[config.mk]
export PLATFORM = sky130hd
export DESIGN_NAME = irq_pending_ctrl
export DESIGN_NICKNAME = d
export VERILOG_FILES = /design/src/rtl/irq_pending_ctrl_pkg.sv /design/src/rtl/irq_pending_ctrl_prio_enc4.sv /design/src/rtl/irq_pending_ctrl.sv
export SDC_FILE = /design/constraint.sdc
export NUM_CORES = 1
export LEC_CHECK = 0
export ABC_AREA = 1
export CAP_MARGIN = 10
export CORE_MARGIN = 5
export CORE_UTILIZATION = 45
export DETAILED_ROUTE_END_ITERATION = 8
export PLACE_DENSITY_LB_ADDON = 0.08
export SLEW_MARGIN = 20
export SYNTH_ARGS = -nofsm -noshare
export SYNTH_HDL_FRONTEND = slang
export SYNTH_SLANG_ARGS = --single-unit
[constraint.sdc]
create_clock -name clk -period 1.7 [get_ports clk]
set_clock_uncertainty 0.2 [all_clocks]
set_input_delay 0.51 -clock clk [delete_from_list [all_inputs] [get_ports clk]]
set_output_delay 0.51 -clock clk [all_outputs]
set_load 0.05 [all_outputs]
[src/rtl/irq_pending_ctrl_pkg.sv]
// Shared definitions for the interrupt pending controller: FSM encoding,
// request count and timeout-counter sizing.
package irq_pending_ctrl_pkg;

  localparam int NUM_REQ = 4;

  typedef enum logic [1:0] {
    IDLE    = 2'd0,
    ASSERT  = 2'd1,
    SERVICE = 2'd2
  } state_t;

  // Counter only needs to reach ACK_TIMEOUT-1, the value of the last ASSERT cycle.
  function automatic int cnt_width(input int ack_timeout);
    return (ack_timeout <= 2) ? 1 : $clog2(ack_timeout);
  endfunction

endpackage

[src/rtl/irq_pending_ctrl_prio_enc4.sv]
// Four-input priority encoder; bit 3 has the highest priority.
module prio_enc4 (
  input  logic [3:0] effective,
  output logic [1:0] index,
  output logic       any_valid
);

  always_comb begin
    index     = 2'd0;
    any_valid = 1'b1;
    if (effective[3])      index = 2'd3;
    else if (effective[2]) index = 2'd2;
    else if (effective[1]) index = 2'd1;
    else if (effective[0]) index = 2'd0;
    else                   any_valid = 1'b0;
  end

endmodule

[src/rtl/irq_pending_ctrl.sv]
// Sticky edge-triggered interrupt pending register with a single-outstanding
// present/acknowledge/service handshake and an acknowledge timeout.
module irq_pending_ctrl
  import irq_pending_ctrl_pkg::*;
#(
  parameter int ACK_TIMEOUT = 15
) (
  input  logic       clk,
  input  logic       rst_n,
  input  logic [3:0] req_in,
  input  logic [3:0] mask,
  input  logic       irq_ack,
  input  logic       eoi,
  output logic       irq,
  output logic [1:0] irq_id,
  output logic [3:0] pending,
  output logic       in_service,
  output logic       timeout_err
);

  localparam int CNT_W = cnt_width(ACK_TIMEOUT);
  localparam logic [CNT_W-1:0] CNT_LAST = CNT_W'(ACK_TIMEOUT - 1);

  state_t               state;
  logic [NUM_REQ-1:0]   req_q;
  logic                 armed;
  logic [CNT_W-1:0]     cnt;
  logic [NUM_REQ-1:0]   rise;
  logic [NUM_REQ-1:0]   effective;
  logic [NUM_REQ-1:0]   ack_clr;
  logic [1:0]           sel_index;
  logic                 sel_valid;
  logic                 ack_taken;

  // The first edge after reset only captures the request levels, so a line
  // already high when reset releases does not count as an event.
  assign rise      = armed ? (req_in & ~req_q) : '0;
  assign effective = pending & ~mask;
  assign ack_taken = (state == ASSERT) && irq_ack;
  assign ack_clr   = ack_taken ? (NUM_REQ'(1) << irq_id) : '0;

  prio_enc4 u_prio_enc4 (
    .effective (effective),
    .index     (sel_index),
    .any_valid (sel_valid)
  );

  assign irq        = (state == ASSERT);
  assign in_service = (state == SERVICE);

  always_ff @(posedge clk or negedge rst_n) begin
    if (!rst_n) begin
      req_q       <= '0;
      armed       <= 1'b0;
      pending     <= '0;
      state       <= IDLE;
      irq_id      <= 2'd0;
      cnt         <= '0;
      timeout_err <= 1'b0;
    end else begin
      req_q       <= req_in;
      armed       <= 1'b1;
      timeout_err <= 1'b0;
      // A new event on the bit being acknowledged survives the clear.
      pending     <= (pending & ~ack_clr) | rise;

      case (state)
        IDLE: begin
          if (sel_valid) begin
            irq_id <= sel_index;
            cnt    <= '0;
            state  <= ASSERT;
          end
        end
        ASSERT: begin
          if (irq_ack) begin
            state <= SERVICE;
          end else if (cnt == CNT_LAST) begin
            timeout_err <= 1'b1;
            state       <= IDLE;
          end else begin
            cnt <= cnt + CNT_W'(1);
          end
        end
        SERVICE: begin
          if (eoi) state <= IDLE;
        end
        default: state <= IDLE;
      endcase
    end
  end

endmodule

==> results.md <==
## Detailed routing
• Detailed Route Iter0 Violations: 6
• Vias per Instance: 4.553
• DRC: 0
• ANT nets after route: 0
• detailed-route wire length per cell: 11.45 µm
• post-detailed-routing wire length: 1741 µm
• routed via count: 692
• number of search-and-repair iterations in the first detailed-routing pass: 4

## Worst setup path
• terminus of the critical flop-to-flop path: cnt[3]$_DFFE_PN0P_
• number of buffer and inverter instances along the worst setup path: 2
• delay of the slowest cell on the worst path: 0.43 ns
• critical path arrival: 1.06 ns
• cell family with most CP delay: flip-flops
• Critical Path, Cell by Cell: inv_2 -> nor2_4 -> buf_12
• startpoint of the most critical register-to-register path: cnt[0]$_DFFE_PN0P_
• WS Path Type: register to output port
• Max Fanout on Critical Path: 3
• slowest stage cell on the critical path: dfrtp_1
• register-to-register path setup slack: 0.27 ns
• CP startpoint kind: register
• crit end category: output port
• Worst Reg-to-Reg Cells: 7
• required time of the worst setup path: 0.99 ns

## Logic synthesis
• net count after synthesis: 113
• FF+latch count, synth: 18
• number of distinct library cells after synthesis: 18
• dominant register cell in the synthesized netlist: dfrtp_1
• top cells by instance count after synthesis: nand2_1, dfrtp_1, nor2_1
• number of instances in the synthesized netlist: 99
• Cell Area, Synth: 860.8 µm²
• yosys synthesis warning count: 0
• EDFF count, synth: 0
• most common cell in the synthesized netlist: nand2_1
• mean instance size in the synthesized netlist: 8.695 µm²
• most area-hungry cell type in the Yosys netlist: dfrtp_1
• sequential fraction of the synthesis area: 0.5233
• top cells by area, synth: dfrtp_1, nand2_1, nor2_1, inv_1, nand3_4
• fraction of synthesized cell area taken by the top area cell type: 0.5233
• share of flip-flops with an asynchronous set or reset after synthesis: 1.000

## Global routing
• number of global-route vias before repair: 692
• overall global routing resource usage: 0.1430
• antenna violations before repair: 0
• pin count of the biggest net entering global routing: 19
• total gr overflow: 0
• global-route wire length before repair: 2946 µm

## Die
• total die area: 2887 µm²
• starting density of the core: 0.4879
• vertical extent of the die: 53.74 µm
• area inside the core boundary: 1764 µm²
• number of ports placed on the die boundary: 21
• site row count: 15
• die span in x: 53.74 µm

## Hold path
• hold path endpoint: pending[0]$_DFF_PN0_
• Hold Startpoint: req_q[0]$_DFF_PN0_
• Cells on Worst Hold Path: 3
• worst min-delay path class: register to register

## Placement
• placed cell count: 148
• PortBufs: 20
• dpl hpwl: 1361 µm
• area of placed instances: 1215 µm²
• Routability Congestion: 0.8109

## Clocking
• Skew-Pair Late Insertion Delay: 0.29 ns
• CTS tree: built
• H-tree depth reported by CTS: 1
• clock-pin slew of the registers on the worst-case setup and hold paths: 0.11 ns
• number of CTS-inserted buffers: 3
• root buffer selected by CTS: clkbuf_4
• # hold bufs at CTS: 0
• Clock Tree Buf Depth: 2
• clock sink count: 18

## Timing
• final number of setup-violating endpoints: 2
• number of hold-slack violations in the final timing report: 0
• upper clock frequency limit: 564.6 MHz
• Tcrit/Tclk final: 1.042
• Final min period: 1.771 ns
• unrepaired setup endpoints after global routing: yes
• worst setup margin: -0.07127 ns
• Slew Viols, Final: 0

## Cells and area
• Layout Area Growth over Synthesis: 45.93%
• area taken by multi-input logic gates: 374.1 µm²
• Antenna Diode Count: 0
• # nets final: 143
• number of standard cells in the final layout excluding fillers: 152
• fill cell total of the finished layout: 144
• share of post-route cells with drive strength above 1: 0.2362
• post-route cell area: 1256 µm²
• total area of sequential cells: 451.7 µm²

## Power
• Power Density: 1836 nW/µm²
• worst voltage drop across the vdd grid: 0.001219 V
• Lkg Pwr: 0.6217 nW
• total power: 2.307 mW

## Job
• Maximum Capacitance Violations: 0

## Status
• violated checks: negative setup slack
• outcome: complete, but fails checks

==> worst max path at each step <==
| stage | start | cells past startpoint | endpoint | slack [ns] |
|---|---|---|---|---|
| after floorplan | state[0]$_DFFE_PN0P_ | 2 | irq | 0.07 |
| after global placement | mask[2] | 8 | cnt[3]$_DFFE_PN0P_ | -0.09 |
| after detailed placement | mask[3] | 8 | cnt[1]$_DFFE_PN0P_ | -0.12 |
| after CTS | state[0]$_DFFE_PN0P_ | 3 | irq | -0.09 |
| after global routing | state[0]$_DFFE_PN0P_ | 3 | irq | -0.13 |
| final | state[0]$_DFFE_PN0P_ | 3 | irq | -0.07 |
==> timing repair <==
item,4_1_cts,5_1_grt
gates resized for setup,2,1
buffers inserted,1,0
endpoints found under the hold margin,0,0
endpoints found under the setup margin,2,2
==> power by group <==
group / internal [mW] / switching, mW / total (mW)
sequential: 0.552 / 0.160 / 0.712
combinational: 0.608 / 0.775 / 1.38
clock: 0.0823 / 0.131 / 0.213
total: 1.24 / 1.07 / 2.31
==> cell type report <==
class	instances	area share
repair buffers	25	0.2610
well taps	25	0.02490
clock buffers	3	0.01793
flip-flops and latches	18	0.3596
multi-input cells	68	0.2978
inverters	13	0.03884
==> cells in the final DEF, fill, tap and decap left out, drive strengths merged, types with 2 or more instances in the layout <==
master / count
dfrtp: 18
o21ai: 6
ha: 2
nand4: 4
nor2: 12
buf: 14
clkbuf: 3
nand2: 35
inv: 13
nand3: 5
clkdlybuf4s50: 11
==> worst register-to-register path: stages (launching register included) <==
cell	delay (ns)
dfrtp_1	0.43
inv_1	0.07
ha_1	0.14
nand3_1	0.14
nand3_4	0.13
nand3_4	0.10
nand2_1	0.07
nand2_1	0.05
==> routing by layer <==
metal	vias to the layer above	wire length, µm	global-route usage
met2	13	813	0.2258
met3	2	83	0.03601
met1	307	828	0.1820
li1	370	-	-
met5	-	0	0
met4	0	15	0.06809
==> sequential cells by signal, summed over array words and instances (netlist names) <==
signal / flops
req_q: 4
timeout_err: 1
state: 2
cnt: 4
armed: 1
irq_id: 2
pending: 4
==> metrics by stage <==
stage	worst slack [ns]	TNS (ns)	hold slack [ns]	util
after floorplan	0.07418	0	0.01441	-
after global placement	-0.08895	-0.4213	0.2752	0.6887
after detailed placement	-0.1217	-0.6728	0.2836	0.6887
after CTS	-0.09429	-0.1644	0.3001	0.7113
after global routing	-0.1330	-0.2118	0.3444	0.7121
final	-0.07127	-0.09001	0.2898	0.7121
==> cells by family after synthesis <==
family,share of synthesized area
XOR/XNOR,0.01018
AO/OA/AOI/OAI,0.04361
other,0.004356
flip-flops,0.5233
AND/OR/NAND/NOR,0.3328
buffers and inverters,0.05669
adder cells (fa/ha/maj),0.02907
Note: power is estimated with default switching activity, not from simulation.
